===== src/rtl/vga_pkg.sv =====
// Shared types and reset timing for the raster timing generator.
package vga_pkg;
   localparam int COORD_W = 11;

   typedef logic [COORD_W-1:0] coord_t;

   typedef struct packed {
      coord_t act;
      coord_t fp;
      coord_t sync;
      coord_t bp;
   } timing_cfg_t;

   typedef enum logic [1:0] {IDLE = 2'd0, RUN = 2'd1, DRAIN = 2'd2} vga_state_e;

   // Raster flags carried alongside the read latency; sync bits are "asserted", not levels.
   typedef struct packed {
      logic       hs;
      logic       vs;
      logic       de;
      logic       fs;
      logic       fe;
      logic [1:0] pol;
   } tim_bits_t;

   localparam int H_ACT_D = 640;
   localparam int H_FP_D  = 16;
   localparam int H_SY_D  = 96;
   localparam int H_BP_D  = 48;
   localparam int V_ACT_D = 480;
   localparam int V_FP_D  = 10;
   localparam int V_SY_D  = 2;
   localparam int V_BP_D  = 33;

   function automatic coord_t cfg_total(input timing_cfg_t c);
      return c.act + c.fp + c.sync + c.bp;
   endfunction
endpackage


===== src/rtl/vga_axis_timer.sv =====
// One raster axis: counter with wrap, visible window and sync window decode.
module vga_axis_timer
   import vga_pkg::*;
(
   input  logic        clk,
   input  logic        srst,
   input  logic        clr,
   input  logic        adv,
   input  timing_cfg_t cfg,
   output coord_t      cnt,
   output logic        last,
   output logic        vis,
   output logic        sync
);
   coord_t sync_lo, sync_hi;

   always_comb begin
      sync_lo = cfg.act + cfg.fp;
      sync_hi = sync_lo + cfg.sync;
   end

   assign last = (cnt == cfg_total(cfg) - coord_t'(1));
   assign vis  = (cnt < cfg.act);
   assign sync = (cnt >= sync_lo) && (cnt < sync_hi);

   always_ff @(posedge clk or posedge srst)
      if (srst)     cnt <= '0;
      else if (clr) cnt <= '0;
      else if (adv) cnt <= last ? '0 : cnt + coord_t'(1);
endmodule


===== src/rtl/vga_timing_gen.sv =====
// Configurable raster generator: H/V counters, VRAM pixel fetch, latency-matched syncs/DE/RGB,
// and tear-free shadow configuration committed at the frame boundary.
module vga_timing_gen
   import vga_pkg::*;
#(
   parameter int RGB_W    = 12,
   parameter int ADDR_W   = 20,
   parameter int READ_LAT = 2,
   parameter int H_ACT    = H_ACT_D,
   parameter int H_FP     = H_FP_D,
   parameter int H_SY     = H_SY_D,
   parameter int H_BP     = H_BP_D,
   parameter int V_ACT    = V_ACT_D,
   parameter int V_FP     = V_FP_D,
   parameter int V_SY     = V_SY_D,
   parameter int V_BP     = V_BP_D
)(
   input  logic                 clk,
   input  logic                 srst,
   input  logic                 enable,
   input  logic [4*COORD_W-1:0] cfg_h,
   input  logic [4*COORD_W-1:0] cfg_v,
   input  logic [ADDR_W-1:0]    cfg_stride,
   input  logic [1:0]           cfg_pol,
   input  logic                 cfg_load,
   output logic                 cfg_busy,
   input  logic [RGB_W-1:0]     clear,
   output logic                 req_valid,
   output logic [ADDR_W-1:0]    req_addr,
   input  logic [RGB_W-1:0]     pix_data,
   output logic                 hsync,
   output logic                 vsync,
   output logic                 de,
   output logic [RGB_W-1:0]     rgb,
   output logic                 frame_start,
   output logic                 frame_end
);
   localparam timing_cfg_t H_RST = '{act: coord_t'(H_ACT), fp: coord_t'(H_FP), sync: coord_t'(H_SY), bp: coord_t'(H_BP)};
   localparam timing_cfg_t V_RST = '{act: coord_t'(V_ACT), fp: coord_t'(V_FP), sync: coord_t'(V_SY), bp: coord_t'(V_BP)};

   timing_cfg_t       act_h, act_v, pnd_h, pnd_v;
   logic [ADDR_W-1:0] act_stride, pnd_stride, line_base;
   logic [1:0]        act_pol, pnd_pol;
   vga_state_e        state;
   logic [2:0]        dcnt;
   logic              run, commit, pnd_ok;
   coord_t            h_cnt, v_cnt;
   logic              h_last, v_last, h_vis, v_vis, h_sy, v_sy;
   tim_bits_t         tim_s0, tim_d;

   assign run    = (state == RUN);
   assign pnd_ok = (pnd_h.act != '0) && (pnd_v.act != '0) &&
                   (cfg_total(pnd_h) != '0) && (cfg_total(pnd_v) != '0);
   assign commit = cfg_busy && ((state == IDLE) || (run && h_last && v_last));

   // A load landing on the commit cycle re-arms busy for the next boundary.
   always_ff @(posedge clk or posedge srst)
      if (srst) begin
         act_h      <= H_RST;
         act_v      <= V_RST;
         act_stride <= ADDR_W'(H_ACT);
         act_pol    <= 2'b00;
         pnd_h      <= H_RST;
         pnd_v      <= V_RST;
         pnd_stride <= ADDR_W'(H_ACT);
         pnd_pol    <= 2'b00;
         cfg_busy   <= 1'b0;
      end else begin
         if (commit && pnd_ok) begin
            act_h      <= pnd_h;
            act_v      <= pnd_v;
            act_stride <= pnd_stride;
            act_pol    <= pnd_pol;
         end
         if (cfg_load) begin
            pnd_h      <= timing_cfg_t'(cfg_h);
            pnd_v      <= timing_cfg_t'(cfg_v);
            pnd_stride <= cfg_stride;
            pnd_pol    <= cfg_pol;
         end
         if (cfg_load)    cfg_busy <= 1'b1;
         else if (commit) cfg_busy <= 1'b0;
      end

   always_ff @(posedge clk or posedge srst)
      if (srst) begin
         state <= IDLE;
         dcnt  <= '0;
      end else begin
         case (state)
            IDLE:    if (enable) state <= RUN;
            RUN:     if (!enable) begin
                        state <= (READ_LAT == 0) ? IDLE : DRAIN;
                        dcnt  <= '0;
                     end
            DRAIN:   if (dcnt == 3'(READ_LAT - 1)) state <= IDLE;
                     else                          dcnt  <= dcnt + 3'd1;
            default: state <= IDLE;
         endcase
      end

   vga_axis_timer u_h (.clk, .srst, .clr(!run), .adv(run), .cfg(act_h),
                       .cnt(h_cnt), .last(h_last), .vis(h_vis), .sync(h_sy));
   vga_axis_timer u_v (.clk, .srst, .clr(!run), .adv(run && h_last), .cfg(act_v),
                       .cnt(v_cnt), .last(v_last), .vis(v_vis), .sync(v_sy));

   always_ff @(posedge clk or posedge srst)
      if (srst)                             line_base <= '0;
      else if (!run || (h_last && v_last))  line_base <= '0;
      else if (h_last && v_vis)             line_base <= line_base + act_stride;

   assign req_valid = run && h_vis && v_vis;
   assign req_addr  = line_base + ADDR_W'(h_cnt);

   always_comb begin
      tim_s0     = '0;
      tim_s0.pol = act_pol;
      if (run) begin
         tim_s0.hs = h_sy;
         tim_s0.vs = v_sy;
         tim_s0.de = h_vis && v_vis;
         tim_s0.fs = h_vis && v_vis && (h_cnt == '0) && (v_cnt == '0);
         tim_s0.fe = h_vis && v_vis && (h_cnt == act_h.act - coord_t'(1)) &&
                     (v_cnt == act_v.act - coord_t'(1));
      end
   end

   // Polarity travels with each entry so a mode change never retimes in-flight syncs.
   generate
      if (READ_LAT == 0) begin : g_nolat
         assign tim_d = tim_s0;
      end else begin : g_lat
         tim_bits_t tim_pipe [READ_LAT:1];
         always_ff @(posedge clk or posedge srst)
            if (srst) begin
               for (int i = 1; i <= READ_LAT; i++) tim_pipe[i] <= '0;
            end else begin
               tim_pipe[1] <= tim_s0;
               for (int i = 2; i <= READ_LAT; i++) tim_pipe[i] <= tim_pipe[i-1];
            end
         assign tim_d = tim_pipe[READ_LAT];
      end
   endgenerate

   always_ff @(posedge clk or posedge srst)
      if (srst) begin
         hsync       <= 1'b1;
         vsync       <= 1'b1;
         de          <= 1'b0;
         rgb         <= '0;
         frame_start <= 1'b0;
         frame_end   <= 1'b0;
      end else begin
         hsync       <= tim_d.hs ~^ tim_d.pol[0];
         vsync       <= tim_d.vs ~^ tim_d.pol[1];
         de          <= tim_d.de;
         rgb         <= tim_d.de ? pix_data : ((state == IDLE) ? clear : '0);
         frame_start <= tim_d.fs;
         frame_end   <= tim_d.fe;
      end
endmodule


===== config.mk =====
export PLATFORM = sky130hd
export DESIGN_NAME = vga_timing_gen
export DESIGN_NICKNAME = d
export VERILOG_FILES = /design/src/rtl/vga_pkg.sv /design/src/rtl/vga_axis_timer.sv /design/src/rtl/vga_timing_gen.sv
export SDC_FILE = /design/constraint.sdc
export NUM_CORES = 1
export LEC_CHECK = 0
export ABC_AREA = 1
export BUFFER_PORTS_ARGS = -buffer_cell sky130_fd_sc_hd__buf_2
export CAP_MARGIN = 20
export CORE_MARGIN = 2
export CORE_UTILIZATION = 35
export CTS_CLUSTER_SIZE = 28
export DETAILED_ROUTE_END_ITERATION = 6
export REMOVE_ABC_BUFFERS = 1
export SKIP_CTS_REPAIR_TIMING = 1
export SLEW_MARGIN = 20
export SYNTH_ARGS = -nofsm -noshare
export SYNTH_HDL_FRONTEND = slang
export SYNTH_SLANG_ARGS = --single-unit
export TNS_END_PERCENT = 100

===== constraint.sdc =====
create_clock -name clk -period 14 [get_ports clk]
set_clock_uncertainty 0.1 [all_clocks]
set_input_delay 2.8 -clock clk [delete_from_list [all_inputs] [get_ports clk]]
set_output_delay 2.8 -clock clk [all_outputs]
set_load 0.05 [all_outputs]

==> results of run 1 <==
## area by class of cell
cell class	instances	area share, %
Multi-Input combinational cell	1879	48.75
Sequential cell	299	32.63
Clock buffer	58	4.928
Timing Repair Buffer	189	4.424
Inverter	258	4.234
Tap cell	765	4.147
Clock inverter	10	0.8945
## per-layer routing
| metal | global-route usage, % | vias to the layer above | wire [um] |
|---|---|---|---|
| li1 | - | 8430 | - |
| met1 | 24.52 | 7933 | 24860 |
| met2 | 29.53 | 309 | 24240 |
| met3 | 2.557 | 77 | 2187 |
| met4 | 5.524 | 0 | 1226 |
| met5 | 0 | - | 0 |
## through the flow
step	worst slack [ps]	area [um2]
detailed placement	7188	21740
global placement	7224	21680
floorplan	2902	19730
finish	7170	23080
CTS	7166	23080
global route	6495	23080
## sequential cells by signal (all words and copies together), names as in the netlist
signal,flops
pnd_pol,2
g_lat.tim_pipe,14
act_h,44
state,2
pnd_v,44
frame_end,1
act_pol,2
vsync,1
act_v,44
de,1
u_v.cnt,11
line_base,20
u_h.cnt,11
pnd_h,44
dcnt,3
hsync,1
frame_start,1
act_stride,20
pnd_stride,20
rgb,12
cfg_busy,1
## placed cells by master (no fill, tap or decap), types with 62 or more instances in the layout
master                    netlist  layout
sky130_fd_sc_hd__xor2_1        85      85
sky130_fd_sc_hd__nor2_1       102     101
sky130_fd_sc_hd__buf_2          6     175
sky130_fd_sc_hd__dfrtp_1      261     261
sky130_fd_sc_hd__ha_1         196     196
sky130_fd_sc_hd__xnor2_1       62      62
sky130_fd_sc_hd__o21ai_0       71      71
sky130_fd_sc_hd__a21oi_1      119     119
sky130_fd_sc_hd__nand3_1      212     212
sky130_fd_sc_hd__inv_1        257     255
sky130_fd_sc_hd__nand2_1      837     837
## final timing paths
check | endpoint | slack (ps) | cells after the start
worst max register to register | act_v[17]$_DFFE_PP0P_ | 7170 | 32
worst min register to register | g_lat.tim_pipe[9]$_DFF_PP0_ | 240 | 0
worst min-delay path | g_lat.tim_pipe[9]$_DFF_PP0_ | 240 | 0
worst max-delay path | act_v[17]$_DFFE_PP0P_ | 7170 | 32
min in group asynchronous | pnd_v[37]$_DFFE_PP0P_ | 2250 | 2
max in group asynchronous | rgb[11]$_DFF_PP0_ | 9250 | 4
## cells by family (layout without fill, tap and decap cells)
kind of cell    Yosys count  count (layout)
compound gates          250             250
xor+xnor                147             147
fa+ha+maj               244             244
buf+inv                 333             515
flops                   299             299
simple gates           1238            1238
==> run summary, run 1 <==
The run finished with clean final reports. The number of antenna diodes in the final layout is 0. Dividing the detail-routed wire length by the instance count gives 15.19 um. For this run, asynchronously set or reset flops after synthesis account for 100.0%. In this run, synthesis inferred 0 flip-flops with an integrated enable. In this run the critical register-to-register path is launched from act_h[33]$_DFFE_PP0P_. TritonCTS built the clock tree.

Number of distinct library cell variants in the gate-level netlist after synthesis: 45. The leftover overflow at the end of global routing was 0; the iteration count of the initial detailed-routing pass was 5. The launching element of the worst setup path was act_h[33]$_DFFE_PP0P_. The first routing iteration left 990 violations. Combinational family with the most area after synthesis: simple AND/OR/NAND/NOR gates. In this run the mean area of a mapped cell was 8.036 um2. The clock slew seen by the registers of the worst setup and hold paths was 60 ps. On the critical path the largest part of the delay comes from simple AND/OR/NAND/NOR gates. The tools report the first-pass GRT wire length as 87,030 um.

The post-route worst hold slack was 238.8 ps; the number of violations of the max-capacitance limit was 0. The tools report the die footprint as 59,590 um2. After detailed routing, the number of remaining DRC violations is 0. The count of port buffers added during placement is 176. During I/O placement, the number of pins put on the boundary was 177. The synthesized netlist occupies a cell area of 20,180 um2. The logs give 57,370 um2 for the core footprint and 0 for the initial antenna violation count.

For this run, the slowest stage of the critical path takes 770 ps. The logs give 3,458 for the final cell count without fillers and 7530 um2 for the sequential cell area in the final layout. The net count of the finished layout is 3,046.

For this run, the top clock speed supported by timing is 146.4 MHz. The H-tree generated during clock tree synthesis spans 2 levels. The tools report the count of yosys warnings during synthesis as 0. Proportion of layout cells with a drive suffix above 1: 11.18%. The most used flip-flop cell after synthesis is sky130_fd_sc_hd__dfrtp_1. The headroom to the max-slew limit was 36.45%. Counting instances in the post-synthesis netlist gives the leading cell types as sky130_fd_sc_hd__nand2_1, sky130_fd_sc_hd__dfrtp_1, sky130_fd_sc_hd__inv_1, sky130_fd_sc_hd__nand3_1, sky130_fd_sc_hd__ha_1. The slowest stage of the critical path is the sky130_fd_sc_hd__buf_4 cell. The run gives 16.87k as the number of global-route vias before repair. STA puts the critical path data arrival time at 7220 ps.

The die outline width is 244.1 um. The total negative slack is 0 ps. The tools report the element type at the critical path end as a register. The effective utilization at floorplan was 35.17%. The die is 244.1 um tall.

Worst setup path category: register to register. The path category of the worst min-delay check is register to register. The tools report the number of instances in the placed design as 3,390.

The tools report the final HPWL from detailed placement as 39,980 um. The run gives 0 as the number of pins exceeding their max-slew limit in the final report. Most frequently used cell type in the post-synthesis netlist: sky130_fd_sc_hd__nand2_1. The number of vias per cell after detailed routing was 4.844; the pin slew with the least headroom to its limit was 949.7 ps. The post-route fraction of the period consumed by the critical path is 48.78%. The proportion of netlist area held by the largest area contributor was 32.37%; the synthesized instance count was 2,511. After Yosys synthesis, and, or, nand and nor cells account for 25.37% of the synthesized area.

Cells fill 40.23% of the core in the end. The post-layout minimum cycle time was 6830 ps. In the global route stage, overall resource usage came out at 17.98%. Setup repair after global routing left no endpoint under its margin. The routed layout has 16.75k vias.

For the number of buffers created by CTS, the log shows 37. The worst hold path begins at g_lat.tim_pipe[2]$_DFF_PP0_. The tree is rooted in a sky130_fd_sc_hd__clkbuf_16. Summing the areas of all xor and xnor instances in the mapped netlist gives 6.381% of the synthesized area. From synthesis to final layout, the design area changed by 14.38%.

Setup violations remaining at the end of the flow were counted as 0. The most frequent cell on the critical path was sky130_fd_sc_hd__nand2_1. The final hold violation count is 0. Wire length after detailed routing: 52,510 um. The cell type with the highest aggregate area in the netlist is sky130_fd_sc_hd__dfrtp_1.

The run gives 299 as the total number of clock tree sinks. The critical path contains buffers and inverters numbering 3 combined. Row generation in the floorplan step produced 88 rows. The synthesized netlist devotes 7.001% of its cell area to compound gates. The synthesized netlist devotes 16.92% of its cell area to adder and majority cells.

The source-to-sink clock delay at the later pin of the worst-skew pair was 560 ps; the pin count of the biggest net entering global routing was 123. The element type at the critical path start was a register. Of all nets on the critical path, the largest fanout is 76. The mux contribution to synthesized area was 0%. By area the synthesized netlist is led by sky130_fd_sc_hd__dfrtp_1, sky130_fd_sc_hd__nand2_1, sky130_fd_sc_hd__ha_1, sky130_fd_sc_hd__nand3_1, sky130_fd_sc_hd__dfstp_2. The area used by multi-input combinational logic is 11,250 um2.

The flip-flop and latch count after synthesis was 299; the sequential-to-total area share from yosys stat was 37.32%. For the worst setup path, the data required time is 14,390 ps. The fill cell instance count of the final layout is 5,850. Routability-driven placement finished with a final weighted congestion of 0.8705.

The clock passes through at most 3 buffers. For the residual antenna-violating net count after detailed routing, the log shows 0.
Power of run 1 is not shown: default switching activity piles up to over one toggle a cycle in this logic, so the estimate is an artifact.
==> run 2, diff against run 1 <==
- clock period: 14 -> 6.7 ns (I/O delays scaled with it)
==> run 2 against run 1 <==
Compared with the run above:
- die area unchanged
- final area about the same
- register-to-register slack got worse by 6500 ps
==> run summary, run 2 (same netlist as run 1, synthesis figures left out) <==
The final cell count without fillers is 3,464 (+0.17%), and the source-to-sink clock delay at the later pin of the worst-skew pair is 560 ps (about the same). The run gives 0 (unchanged) as the number of violations of the max-capacitance limit. The cell row count is 88 (unchanged), and the average detailed-routed wire length per instance is 15.18 um (about the same). The post-layout minimum cycle time was 6074 ps (-755.5 ps). The most numerous cell type found on the critical path is sky130_fd_sc_hd__inv_1.

The worst setup path is of the register to register kind. The I/O pin count was 177 (unchanged). The logs give 59,590 um2 (unchanged) for the die footprint and 7070 ps (-7320 ps) for the required arrival time at the worst endpoint. The largest stage delay on the critical path works out to 380 ps (-390 ps). Element type at the critical path start: a register.

The number of pins exceeding their max-slew limit in the final report was 0 (unchanged). Proportion of layout cells with a drive suffix above 1: 11.52% (+0.35 points). The pin slew with the least headroom to its limit is 1059 ps (+108.9 ps), and the final HPWL from detailed placement is 39,750 um (-0.59%). The post-place setup slack is 631.7 ps (-6556 ps). The wire length after detailed routing is 52,570 um (+0.12%), and the number of instances in the placed design is 3,392 (+0.059%).

The count of port buffers added during placement is 176 (unchanged). The worst setup margin was 625.6 ps (-6545 ps). The remaining design rule violation count was 0 (unchanged); the endpoint arrival time on the critical path was 6440 ps (-780 ps).

The logs give 57,370 um2 (unchanged) for the core footprint and 37 (unchanged) for the number of buffers created by CTS. The run gives 3 (unchanged) as the number of buffers between clock root and the deepest sink. The clock slew seen by the registers of the worst setup and hold paths is 60 ps (about the same). The library cells used most frequently in the layout, excluding fill and tap cells, are sky130_fd_sc_hd__nand2_1, sky130_fd_sc_hd__dfrtp_1, sky130_fd_sc_hd__inv_1.

The slowest stage of the critical path belongs to the cell sky130_fd_sc_hd__ha_1. The run finished with clean final reports. The die outline width is 244.1 um (unchanged), and the first-pass GRT wire length is 87,350 um (+0.37%). The net total in the final layout was 3,053 (+0.23%); the residual antenna-violating net count after detailed routing was 0 (unchanged). The tools report the leftover overflow at the end of global routing as 0 (unchanged). The run gives 16.85k (+0.58%) as the total vias in the final route. The tightest min-delay check is of the register to register type.

Synthesis-to-finish area growth: 14.34% (about the same). The tools report the antenna diode instance count as 0 (unchanged). TritonCTS built the clock tree. Final hold violation count: 0 (unchanged).

The library cell used most frequently in the layout, excluding fill and tap cells, is sky130_fd_sc_hd__nand2_1. The clock tree root buffer cell is sky130_fd_sc_hd__clkbuf_16. The element type at the critical path end was a register. The logs give 2 (unchanged) for the depth of the CTS H-tree and 5,887 (+0.63%) for the fill cell instance count of the final layout. The die span in y is 244.1 um (unchanged). The initial antenna violation count is 0 (unchanged), and the post-route fraction of the period consumed by the critical path is 90.66% (+42 points).

The tools report the detailed router's first-iteration violation count as 866 (-13%). The worst-path maximum fanout came out at 111 (+46%). The logs give 146 (+19%) for the pin count of the biggest net entering global routing and 18.04% (+0.060 points) for the total global-route track usage. The final weighted congestion in routability-driven placement was 0.9168 (+5.3%); the number of vias per cell after detailed routing was 4.863 (+0.40%).

The effective utilization at floorplan was 35.17% (unchanged). The number of global-route vias before repair came out at 17.04k (+0.98%). The number of setup violations in the final report was 0 (unchanged); the timing-limited maximum frequency was 164.6 MHz (+12%).

The logs give 299 (unchanged) for the total number of clock tree sinks and 29.17% (-7.3 points) for the headroom to the max-slew limit. The iteration count of the initial detailed-routing pass is 5 (unchanged). Setup repair after global routing left no endpoint under its margin.
==> run 2: per-layer routing <==
metal | wire (um) | global-route usage (%) | part of all wire, %
met1 | 24660 | 24.48 | 47
met2 | 24520 | 30.00 | 47
met3 | 2376 | 2.744 | 4.5
met5 | 0 | 0 | 0
met4 | 1015 | 4.788 | 1.9
==> run 2: worst paths after layout <==
check                                    endpoint                        start  slack, ps  cells past startpoint
max in group asynchronous  act_pol[0]$_DFFE_PP0P_                         srst       4430                      3
max                          act_h[9]$_DFFE_PP0P_        act_v[35]$_DFFE_PP0P_        630                     32
min reg2reg                   frame_end$_DFF_PP0_  g_lat.tim_pipe[9]$_DFF_PP0_        230                      0
min in group asynchronous    pnd_v[3]$_DFFE_PP0P_                         srst        780                      2
max reg2reg                  act_h[9]$_DFFE_PP0P_        act_v[35]$_DFFE_PP0P_        630                     32
min                           frame_end$_DFF_PP0_  g_lat.tim_pipe[9]$_DFF_PP0_        230                      0
==> run 2: critical path: cells and delay by family (launching register included) <==
family	cells	cell delay, ps
simple gates	12	1600
fa+ha+maj	4	1330
xor+xnor	3	590
compound gates	6	970
buf+inv	7	780
flops	1	360
==> run 2: metrics by stage <==
step                      TNS (ps)  cell area (um2)  utilization, %  hold WS, ps
after floorplan           -1009610            19730               -        231.2
after global placement           0            21760           37.93        232.9
after detailed placement         0            21760           37.93        234.7
after CTS                        0            23030           40.15        237.9
after global routing             0            23070           40.22        234.4
final                            0            23070           40.22        228.9
==> run 2: area by class of cell <==
type,instances,area [um2],area share (%)
Multi-Input combinational cell,1879,11250,48.76
Sequential cell,299,7530,32.64
Timing Repair Buffer,196,1084,4.696
Clock buffer,51,1070,4.637
Inverter,258,977.2,4.235
Tap cell,765,957.2,4.149
Clock inverter,16,203.9,0.8840
Power of run 2 is left out for the same reason.
